`src/rtl/llsc_mem_ctrl.sv`:
```
// rtl/llsc_mem_ctrl.sv - MEM-stage LL/SC controller: bus handshake, LLbit forwarding and SC resolution.
// Optional link-address check enabled by defining LLSC_ADDR_CHECK_EN.
module llsc_mem_ctrl #(
  parameter int BUS_TIMEOUT = 255
) (
  input  logic        clk,
  input  logic        rst,
  input  logic        flush,
  input  logic        op_valid,
  input  logic        op_ll,
  input  logic        op_sc,
  input  logic        op_sw,
  input  logic [31:0] addr,
  input  logic [31:0] wdata,
  input  logic        llbit_cur,
  input  logic        wb_llbit_we,
  input  logic        wb_llbit_val,
  output logic        bus_req,
  output logic        bus_we,
  output logic [31:0] bus_addr,
  output logic [31:0] bus_wdata,
  input  logic        bus_ack,
  input  logic [31:0] bus_rdata,
  output logic [31:0] result,
  output logic        result_valid,
  output logic        llbit_we_o,
  output logic        llbit_val_o,
  output logic        bus_err,
  output logic        stall_req
);

  localparam int CW = $clog2(BUS_TIMEOUT + 1);

  typedef enum logic [1:0] {
    S_IDLE,
    S_BUS,
    S_DONE
  } state_t;

  state_t        state;
  logic [CW-1:0] count;
  logic          is_ll;

  logic eff_ll;
  logic sc_addr_ok;
  logic sw_kill;
  logic accept;
  logic sc_fail;

  // A WB-stage LLbit write has not reached the register yet, so it takes priority.
  assign eff_ll = wb_llbit_we ? wb_llbit_val : llbit_cur;

`ifdef LLSC_ADDR_CHECK_EN
  logic [29:0] link_addr;
  logic        link_valid;

  assign sc_addr_ok = link_valid && (addr[31:2] == link_addr);
  assign sw_kill    = op_valid && op_sw && !op_ll && !op_sc &&
                      link_valid && (addr[31:2] == link_addr);
`else
  logic unused_sw;

  assign unused_sw  = op_sw;
  assign sc_addr_ok = 1'b1;
  assign sw_kill    = 1'b0;
`endif

  assign accept  = op_valid && !flush && (op_ll || (op_sc && eff_ll && sc_addr_ok));
  assign sc_fail = op_valid && !flush && op_sc && !(eff_ll && sc_addr_ok);

  assign stall_req = ((state == S_IDLE) && accept) || (state == S_BUS);

  always_ff @(posedge clk) begin
    if (rst) begin
      state        <= S_IDLE;
      count        <= '0;
      is_ll        <= 1'b0;
      bus_req      <= 1'b0;
      bus_we       <= 1'b0;
      bus_addr     <= '0;
      bus_wdata    <= '0;
      result       <= '0;
      result_valid <= 1'b0;
      llbit_we_o   <= 1'b0;
      llbit_val_o  <= 1'b0;
      bus_err      <= 1'b0;
`ifdef LLSC_ADDR_CHECK_EN
      link_addr    <= '0;
      link_valid   <= 1'b0;
`endif
    end else begin
      result_valid <= 1'b0;
      llbit_we_o   <= 1'b0;
      bus_err      <= 1'b0;
      if (flush) begin
        // Flush wins over everything, including a bus_ack in the same cycle.
        state   <= S_IDLE;
        bus_req <= 1'b0;
        count   <= '0;
      end else begin
        case (state)
          S_IDLE: begin
            if (accept) begin
              state     <= S_BUS;
              bus_req   <= 1'b1;
              bus_we    <= op_sc;
              bus_addr  <= addr;
              bus_wdata <= wdata;
              is_ll     <= op_ll;
              count     <= '0;
            end else if (sc_fail) begin
              result       <= '0;
              result_valid <= 1'b1;
              llbit_we_o   <= 1'b1;
              llbit_val_o  <= 1'b0;
            end else if (sw_kill) begin
              llbit_we_o  <= 1'b1;
              llbit_val_o <= 1'b0;
            end
          end
          S_BUS: begin
            if (bus_ack) begin
              state        <= S_DONE;
              bus_req      <= 1'b0;
              result       <= is_ll ? bus_rdata : 32'd1;
              result_valid <= 1'b1;
              llbit_we_o   <= 1'b1;
              llbit_val_o  <= is_ll;
            end else if (count == CW'(BUS_TIMEOUT - 1)) begin
              state   <= S_IDLE;
              bus_req <= 1'b0;
              bus_err <= 1'b1;
            end else begin
              count <= count + CW'(1);
            end
          end
          S_DONE: begin
            state <= S_IDLE;
`ifdef LLSC_ADDR_CHECK_EN
            if (is_ll) begin
              link_addr  <= bus_addr[31:2];
              link_valid <= 1'b1;
            end
`endif
          end
          default: state <= S_IDLE;
        endcase
      end
    end
  end

endmodule

```
`config.mk`:
```
export PLATFORM = sky130hd
export DESIGN_NAME = llsc_mem_ctrl
export DESIGN_NICKNAME = d
export VERILOG_FILES = /design/src/rtl/llsc_mem_ctrl.sv
export SDC_FILE = /design/constraint.sdc
export NUM_CORES = 1
export LEC_CHECK = 0
export ABC_AREA = 0
export BUFFER_PORTS_ARGS = -buffer_cell sky130_fd_sc_hd__clkbuf_2
export CORE_ASPECT_RATIO = 1.25
export CORE_MARGIN = 2
export CORE_UTILIZATION = 45
export CTS_BUF_LIST = sky130_fd_sc_hd__clkbuf_8 sky130_fd_sc_hd__clkbuf_16
export CTS_CLUSTER_DIAMETER = 50
export DETAILED_ROUTE_END_ITERATION = 12
export PLACE_DENSITY = 0.87
export REMOVE_ABC_BUFFERS = 1
export SLEW_MARGIN = 20
export SYNTH_ARGS = -nofsm -noshare
export SYNTH_HDL_FRONTEND = slang
export SYNTH_SLANG_ARGS = --single-unit
```
`constraint.sdc`:
```
create_clock -name clk -period 2.2 [get_ports clk]
set_input_delay 0.33 -clock clk [delete_from_list [all_inputs] [get_ports clk]]
set_output_delay 0.33 -clock clk [all_outputs]
set_load 0.02 [all_outputs]
```
==> results.md, run 1 <==
* TritonCTS clock tree: yes
* Die boundary width at around 91 um
* Pleak at approximately 2.5 nW
* Hold Vio Cnt, Final at 0
* Synth Flop Type: sky130_fd_sc_hd__dfxtp_1
* Ordered cell list for the critical path: or2_2 -> o21ai_0 -> clkbuf_2
* Number of register bits inferred by synthesis at 112
* Maximum clock skew at final layout at about 8.6 ps
* Global-route wire length before repair at between 15,000 and 20,000 um
* Area added between synthesis and finish at 32.6%
* Setup TNS Final at 0 ps
* I/O Buffers at 208
* Critical Path Slowest Stage Cell: sky130_fd_sc_hd__dfxtp_1
* Placer congestion estimate at 0.842
* Count of mapped cells out of synthesis at around 470
* Final max-slew violation count at 0
* Core Box Area at just over 9000 sq um
* Worst-skew pair later-pin latency at approximately 340 ps
* Clock root buffer: sky130_fd_sc_hd__clkbuf_16
* Kind of launch point of the worst setup path: flip-flop
* Grt ovf at 0
* Wirelength per Cell at 16.0 um
* Number of levels in the clock H-tree at 3
* Kind of cell adding the most delay to the critical path: flip-flops
* Height of the die at 113 um
* Highest fanout seen on the critical path at 6
* Syn avg cell area at between 9 and 10 sq um
* Drt pass-1 iters at 8
* Min-delay worst type: in2reg
* Number of buffers and inverters on the critical path at 1
* Endpoint type of the worst setup path: output pin
* Via count of the routed design at between 4,000 and 5,000
* Post-place instance area at 5400 sq um
* Met2 usage at 42.2%
* Busiest grt layer: met2
* Number of global-route vias before repair at between 4,000 and 5,000
* Overall fraction of global-route tracks in use at a little under a quarter
* Worst setup path class: reg2out
* Placed Instances at ~770
* Clock sink total at ~110
* Actual slew at the worst max-slew pin at 679 ps
* Setup Viol. Count Final at 0
* Final cell area excluding filler cells at about 5700 sq um
* Cts-stage hold buffer count at 0
* Number of distinct library cells after synthesis at 47
* Worst voltage drop across the vdd grid at roughly 0.35 mV
* Worst-path clk slew at around 70 ps
* Met1 track demand over resource at between 20% and 30%
* Number of instances resized during post-cts repair at 0
* Total setup buffers inserted after CTS at 0
* GRT met3 Usage at under 10%
* Clock Path Buffers at 2
* Initial standard-cell utilization of the core at between 40% and 50%
* Power density over the cells at between 700 and 800 nW/um^2
* Diode insertion count for antenna repair at 0
* Total Die Area at 10,300 sq um
* Final period util at 82.5%
* Ratio of cells with drive above 1 in the final layout at between 30% and 40%
* Via density per instance at approximately 5.6
* Fmax achieved at about 550 MHz
* 1st-iter DRT viols at roughly 270
* Arr. time, crit path at 1490 ps
* Post-layout min period at 1820 ps
* Share of synthesized registers carrying an async set or reset at 0%
* Setup repair after global routing missed its margin: no
* Crit path required time at approximately 1900 ps
* Crit-path max cell delay at 380 ps
* Yosys warning total at 0
* Status: finished, final reports clean
* Sequential area share after synthesis at between 50% and 60%
* Netlist area before placement at between 4000 and 5000 sq um
* Post-synth EDFFs at 0
* Total clock buffers created by CTS at 9
* Slew margin rel. at a little over half
* Non-filler cells, final at ~780
* Antenna Nets Post-Route at 0
* Total wire length after detailed routing at ~13,000 um
* Number of antenna violations at the first check in global routing at 0
* Number of nets in the final layout at 764
* Estimated wirelength of the detail-placed design at between 8000 and 9000 um
* Std-Cell Rows at 39
* IO Pins at 210
* DRC viols at 0
* Largest net degree at the start of global routing at 70
* Max capacitance violation total at 0
## registers in the layout (all words and copies together), names as in the netlist
signal and flops:
state 2, llbit_val_o 1, result 32, bus_we 1, bus_wdata 32, llbit_we_o 1, bus_addr 32, is_ll 1
bus_err 1, count 8, bus_req 1
## area by class of cell
class	count	area (sq um)
fill	815	3540
inverter	5	18.8
tap	123	154
clock inverter	7	57.6
timing repair buffer	219	1150
clock buffer	9	225
multi-input combinational	308	1840
sequential	112	2240
## layer usage
layer	wire length (um)	part of all wire, %
met1	4790	38
met2	6860	55
met3	598	4.8
met4	278	2.2
met5	0	0
## path summary, 6_finish.rpt
check	startpoint	endpoint	slack (ps)	cells past startpoint
hold reg to reg	llbit_val_o$_SDFFE_PP0P_	llbit_val_o$_SDFFE_PP0P_	460	1
setup / recovery	state[1]$_SDFFE_PP0P_	stall_req	380	3
setup reg to reg	count[0]$_SDFFE_PP0P_	count[4]$_SDFFE_PP0P_	480	6
hold / removal	bus_rdata[20]	result[20]$_SDFFE_PP0P_	200	2
## metrics by stage
step           utilization (%)  power, mW  setup slack [ps]  hold WS (ps)
5_1_grt                   61.6       4.31               330           191
2_1_floorplan                -       2.38             -2430           399
3_3_place_gp              58.5       2.62               385           436
4_1_cts                   61.6       4.17               374           194
3_5_place_dp              58.5       2.64               350           446
6_report                  61.6       4.15               385           204
## where the power goes
| part | switching, mW | internal [mW] | leakage, nW |
|---|---|---|---|
| Sequential | 0.0300 | 2.09 | 0.908 |
| Combinational | 0.294 | 0.182 | 1.47 |
| Clock | 0.692 | 0.865 | 0.150 |
## cell families after synthesis
| family | count (synthesis) | synth area share, % |
|---|---|---|
| compound gates | 189 | 26.3 |
| flops | 112 | 52.3 |
| simple gates | 111 | 13.9 |
| buf+inv | 51 | 5.46 |
| mux | 5 | 1.28 |
| fa+ha+maj | 2 | 0.584 |
| xor+xnor | 1 | 0.204 |
## layout by cell type, fill, tap and decap left out, types with 2 or more instances in the layout
cell type / n
sky130_fd_sc_hd__a22o_1: 31
sky130_fd_sc_hd__o21ai_0: 66
sky130_fd_sc_hd__a21oi_1: 69
sky130_fd_sc_hd__o2111ai_1: 2
sky130_fd_sc_hd__and3b_1: 2
sky130_fd_sc_hd__nor2_1: 6
sky130_fd_sc_hd__clkbuf_16: 9
sky130_fd_sc_hd__mux2i_1: 4
sky130_fd_sc_hd__nand2_1: 5
sky130_fd_sc_hd__nand4_1: 2
sky130_fd_sc_hd__nand3_1: 75
sky130_fd_sc_hd__and2_1: 3
sky130_fd_sc_hd__a31oi_1: 2
sky130_fd_sc_hd__buf_4: 9
sky130_fd_sc_hd__inv_1: 9
sky130_fd_sc_hd__ha_1: 2
sky130_fd_sc_hd__o22ai_1: 4
sky130_fd_sc_hd__or4_1: 2
sky130_fd_sc_hd__dfxtp_1: 112
sky130_fd_sc_hd__and3_1: 3
sky130_fd_sc_hd__buf_12: 2
sky130_fd_sc_hd__clkbuf_2: 208
sky130_fd_sc_hd__nand3b_1: 5
## synthesized netlist by cell type, drive strengths merged, types with 3 or more instances
cell type,count,share of area (%)
dfxtp,112,52
a22o,31,6.3
buf,24,3.1
and3,3,0.44
o22ai,4,0.58
and2,3,0.44
a31oi,3,0.58
clkbuf,22,2.0
mux2i,4,0.93
inv,5,0.44
a21oi,71,8.4
nand3,75,8.8
o21ai,67,7.9
nand3b,5,0.88
nor2,7,0.61
nand2,5,0.44
No activity file was read; power rests on OpenSTA's default activity.
==> run 2, diff against run 1 <==
- ABC_AREA: 0 -> 1
- PLACE_DENSITY: 0.87 -> 0.85
- clock period: 2.2 -> 1.72 ns (I/O delays scaled with it)
==> run 2 against run 1 <==
Compared with the run above:
- combinational power up 46%
- clock power up 40%
- largest cell class unchanged
- sequential power up 28%
- utilization down 2.0 points
- wire length up 0.72%
- critical endpoint unchanged
==> results.md, run 2 <==
* Number of antenna violations at the first check in global routing at 0 (unchanged)
* Synth Flop Type: sky130_fd_sc_hd__dfxtp_1
* Estimated wirelength of the detail-placed design at 8470 um (-5.8%)
* Grt ovf at 0 (unchanged)
* Std-Cell Rows at 42 (+7.7%)
* Count of mapped cells out of synthesis at 630 (+34%)
* Crit-path max cell delay at 350 ps (-30 ps)
* Total Die Area at 11,500 sq um (+11%)
* Yosys warning total at 0 (unchanged)
* Total setup buffers inserted after CTS at 0 (unchanged)
* Diode insertion count for antenna repair at 0 (unchanged)
* Final max-slew violation count at 0 (unchanged)
* Ordered cell list for the critical path: nor2_4 -> nand2_8 -> nand2_1 -> clkbuf_2
* Ratio of cells with drive above 1 in the final layout at 33.6% (-3.0 points)
* I/O Buffers at 208 (unchanged)
* Post-layout min period at around 1700 ps
* 1st-iter DRT viols at 169 (-37%)
* Non-filler cells, final at 950 (+21%)
* Leading cell types in the layout, fill and taps excluded: 207 x sky130_fd_sc_hd__clkbuf_2, 156 x sky130_fd_sc_hd__nand2_1, 112 x sky130_fd_sc_hd__dfxtp_1
* Initial standard-cell utilization of the core at 45.8% (-0.68 points)
* Worst Reg-to-Reg Cells at 9 (+3)
* Number of global-route vias before repair at 4,545 (+13%)
* Actual slew at the worst max-slew pin at 445 ps (-234 ps)
* Most frequently used cell type in the post-synthesis netlist: sky130_fd_sc_hd__nand2_1
* Cts-stage hold buffer count at 0 (unchanged)
* Worst voltage drop across the vdd grid at 0.512 mV (+45%)
* Highest fanout seen on the critical path at 19 (+13)
* Worst-skew pair later-pin latency at 350 ps (about the same)
* Maximum clock skew at final layout at 4.57 ps (-4.02 ps)
* Number of nets in the final layout at 923 (+21%)
* Most area-consuming cells after synthesis: sky130_fd_sc_hd__dfxtp_1 47%, sky130_fd_sc_hd__nand2_1 12%, sky130_fd_sc_hd__nand3_1 10%
* DRC viols at 0 (unchanged)
* Worst-path clk slew at 70 ps (about the same)
* Critical Path Slowest Stage Cell: sky130_fd_sc_hd__dfxtp_1
* Syn avg cell area at 7.60 sq um (-16%)
* Die boundary width at 96.3 um (+5.5%)
* Number of levels in the clock H-tree at 3 (unchanged)
* Status: finished, final reports clean
* Via count of the routed design at 4,807 (+10%)
* Pleak at 2.57 nW (+1.7%)
* Sequential area share after synthesis at 46.8% (-5.5 points)
* Fmax achieved at between 600 and 700 MHz
* Total clock buffers created by CTS at 9 (unchanged)
* Netlist area before placement at 4790 sq um (+12%)
* Post-route core utilization at 59.6% (-2.0 points)
* IO Pins at 210 (unchanged)
* Wirelength per Cell at 13.3 um (-17%)
* Overall fraction of global-route tracks in use at 21.2% (-2.4 points)
* Slew margin rel. at 70.4% (+16 points)
* Via density per instance at 5.06 (-9.2%)
* Synth top cells by count: 156 x sky130_fd_sc_hd__nand2_1, 112 x sky130_fd_sc_hd__dfxtp_1, 100 x sky130_fd_sc_hd__nand3_1
* Number of distinct library cells after synthesis at 25 (-47%)
* Core Box Area at 10,500 sq um (+13%)
* Power density over the cells at 898 nW/um^2 (+23%)
* Clock root buffer: sky130_fd_sc_hd__clkbuf_16
* Worst hold stages at 3 (+1)
* Min-delay worst type: in2reg
* Area fraction of the dominant cell type after synthesis at 46.8% (-5.5 points)
* Global-route wire length before repair at 19,800 um (about the same)
* Placer congestion estimate at 0.882 (+4.8%)
* Hold Vio Cnt, Final at 0 (unchanged)
* Height of the die at 119 um (+5.5%)
* Crit path required time at 1460 ps (-410 ps)
* Kind of launch point of the worst setup path: flip-flop
* Drt pass-1 iters at 5 (-3)
* Clock sink total at 112 (unchanged)
* Arr. time, crit path at 1400 ps (-90 ps)
* Total wire length after detailed routing at 12,600 um (+0.72%)
* Max capacitance violation total at 0 (unchanged)
* Top flop regs: bus_addr: 32 flops, bus_wdata: 32 flops, result: 32 flops
* Clock Path Buffers at 2 (unchanged)
* Antenna Nets Post-Route at 0 (unchanged)
* Library cell with the largest summed area after synthesis: sky130_fd_sc_hd__dfxtp_1
* TritonCTS clock tree: yes
* Area added between synthesis and finish at 30.1%
* Post-synth EDFFs at 0 (unchanged)
* Worst setup path class: reg2out
* Fin Hold WS at 158 ps (-46.7 ps)
* Commonest non-fill, non-tap cell in the layout: sky130_fd_sc_hd__clkbuf_2
* Setup TNS Final at 0 ps (unchanged)
* Largest net degree at the start of global routing at 99 (+41%)
* Setup Viol. Count Final at 0 (unchanged)
* Share of synthesized registers carrying an async set or reset at 0% (unchanged)
* Final period util at about 96%
* Number of register bits inferred by synthesis at 112 (unchanged)
* Endpoint type of the worst setup path: output pin
* Filler cell count at 979 (+20%)
* Placed Instances at 934 (+22%)
-- run 2: cell count changes after synthesis, sizes merged, moves of 5 or more --
cell | before | now
nand2 | 5 | 166
o21ai | 67 | 4
nor2 | 7 | 53
a21oi | 71 | 108
nand3 | 75 | 112
a22o | 31 | 0
inv | 5 | 16
buf | 24 | 33
nand3b | 5 | 0
-- run 2: cell families after synthesis --
family	after synthesis	synth area share, %
simple gates	335	32.0
fa+ha+maj	2	0.523
buf+inv	67	7.89
flops	112	46.8
xor+xnor	1	0.183
compound gates	113	12.5
-- run 2: stage by stage --
step | power (mW) | worst slack, ps | instance area, sq um
5_1_grt | 5.79 | -4.18 | 6230
6_report | 5.59 | 60.3 | 6230
4_1_cts | 5.63 | 7.45 | 6180
3_3_place_gp | 3.44 | 195 | 5860
3_5_place_dp | 3.45 | 170 | 5860
2_1_floorplan | 3.09 | -683 | 4480
-- run 2: cell type report --
cell class | count | area [sq um] | share of cell area (%)
Clock buffer | 9 | 225 | 3.61
Clock inverter | 6 | 86.3 | 1.39
Inverter | 16 | 65.1 | 1.04
Multi-Input combinational cell | 451 | 2190 | 35.2
Sequential cell | 112 | 2240 | 36.0
Tap cell | 132 | 165 | 2.65
Timing Repair Buffer | 224 | 1260 | 20.2
-- run 2: final timing paths --
kind                                   from                        end  slack, ps
setup reg to reg      state[1]$_SDFFE_PP0P_    result[22]$_SDFFE_PP0P_        150
hold reg to reg   bus_wdata[5]$_SDFFE_PP0P_  bus_wdata[5]$_SDFFE_PP0P_        460
hold / removal                     addr[23]  bus_addr[23]$_SDFFE_PP0P_        160
setup / recovery      state[1]$_SDFFE_PP0P_                  stall_req         60
-- run 2: power by group --
group	total (mW)	internal (mW)	switching [mW]
clock	2.19	1.26	0.928
sequential	2.71	2.67	0.0400
combinational	0.695	0.259	0.436
total	5.59	4.19	1.40
-- run 2: what timing repair did --
action,CTS,global route
gates resized for setup,3,3
endpoints found under the setup margin,1,9
gates cloned,0,1
pin swaps,0,0
-- run 2: critical path: cells and delay by family, from the launching register on --
kind | cells | cell delay, ps
buffers and inverters | 1 | 170
and+or+nand+nor | 3 | 540
DFF | 1 | 350
-- run 2: routing by layer --
metal / vias to the layer above / track usage [%] / part of all wire, %
met5: - / 0 / 0
met4: 0 / 9.64 / 2.5
met3: 26 / 4.49 / 6.6
met2: 182 / 36.2 / 49
met1: 2158 / 24.9 / 41
li1: 2441 / - / -
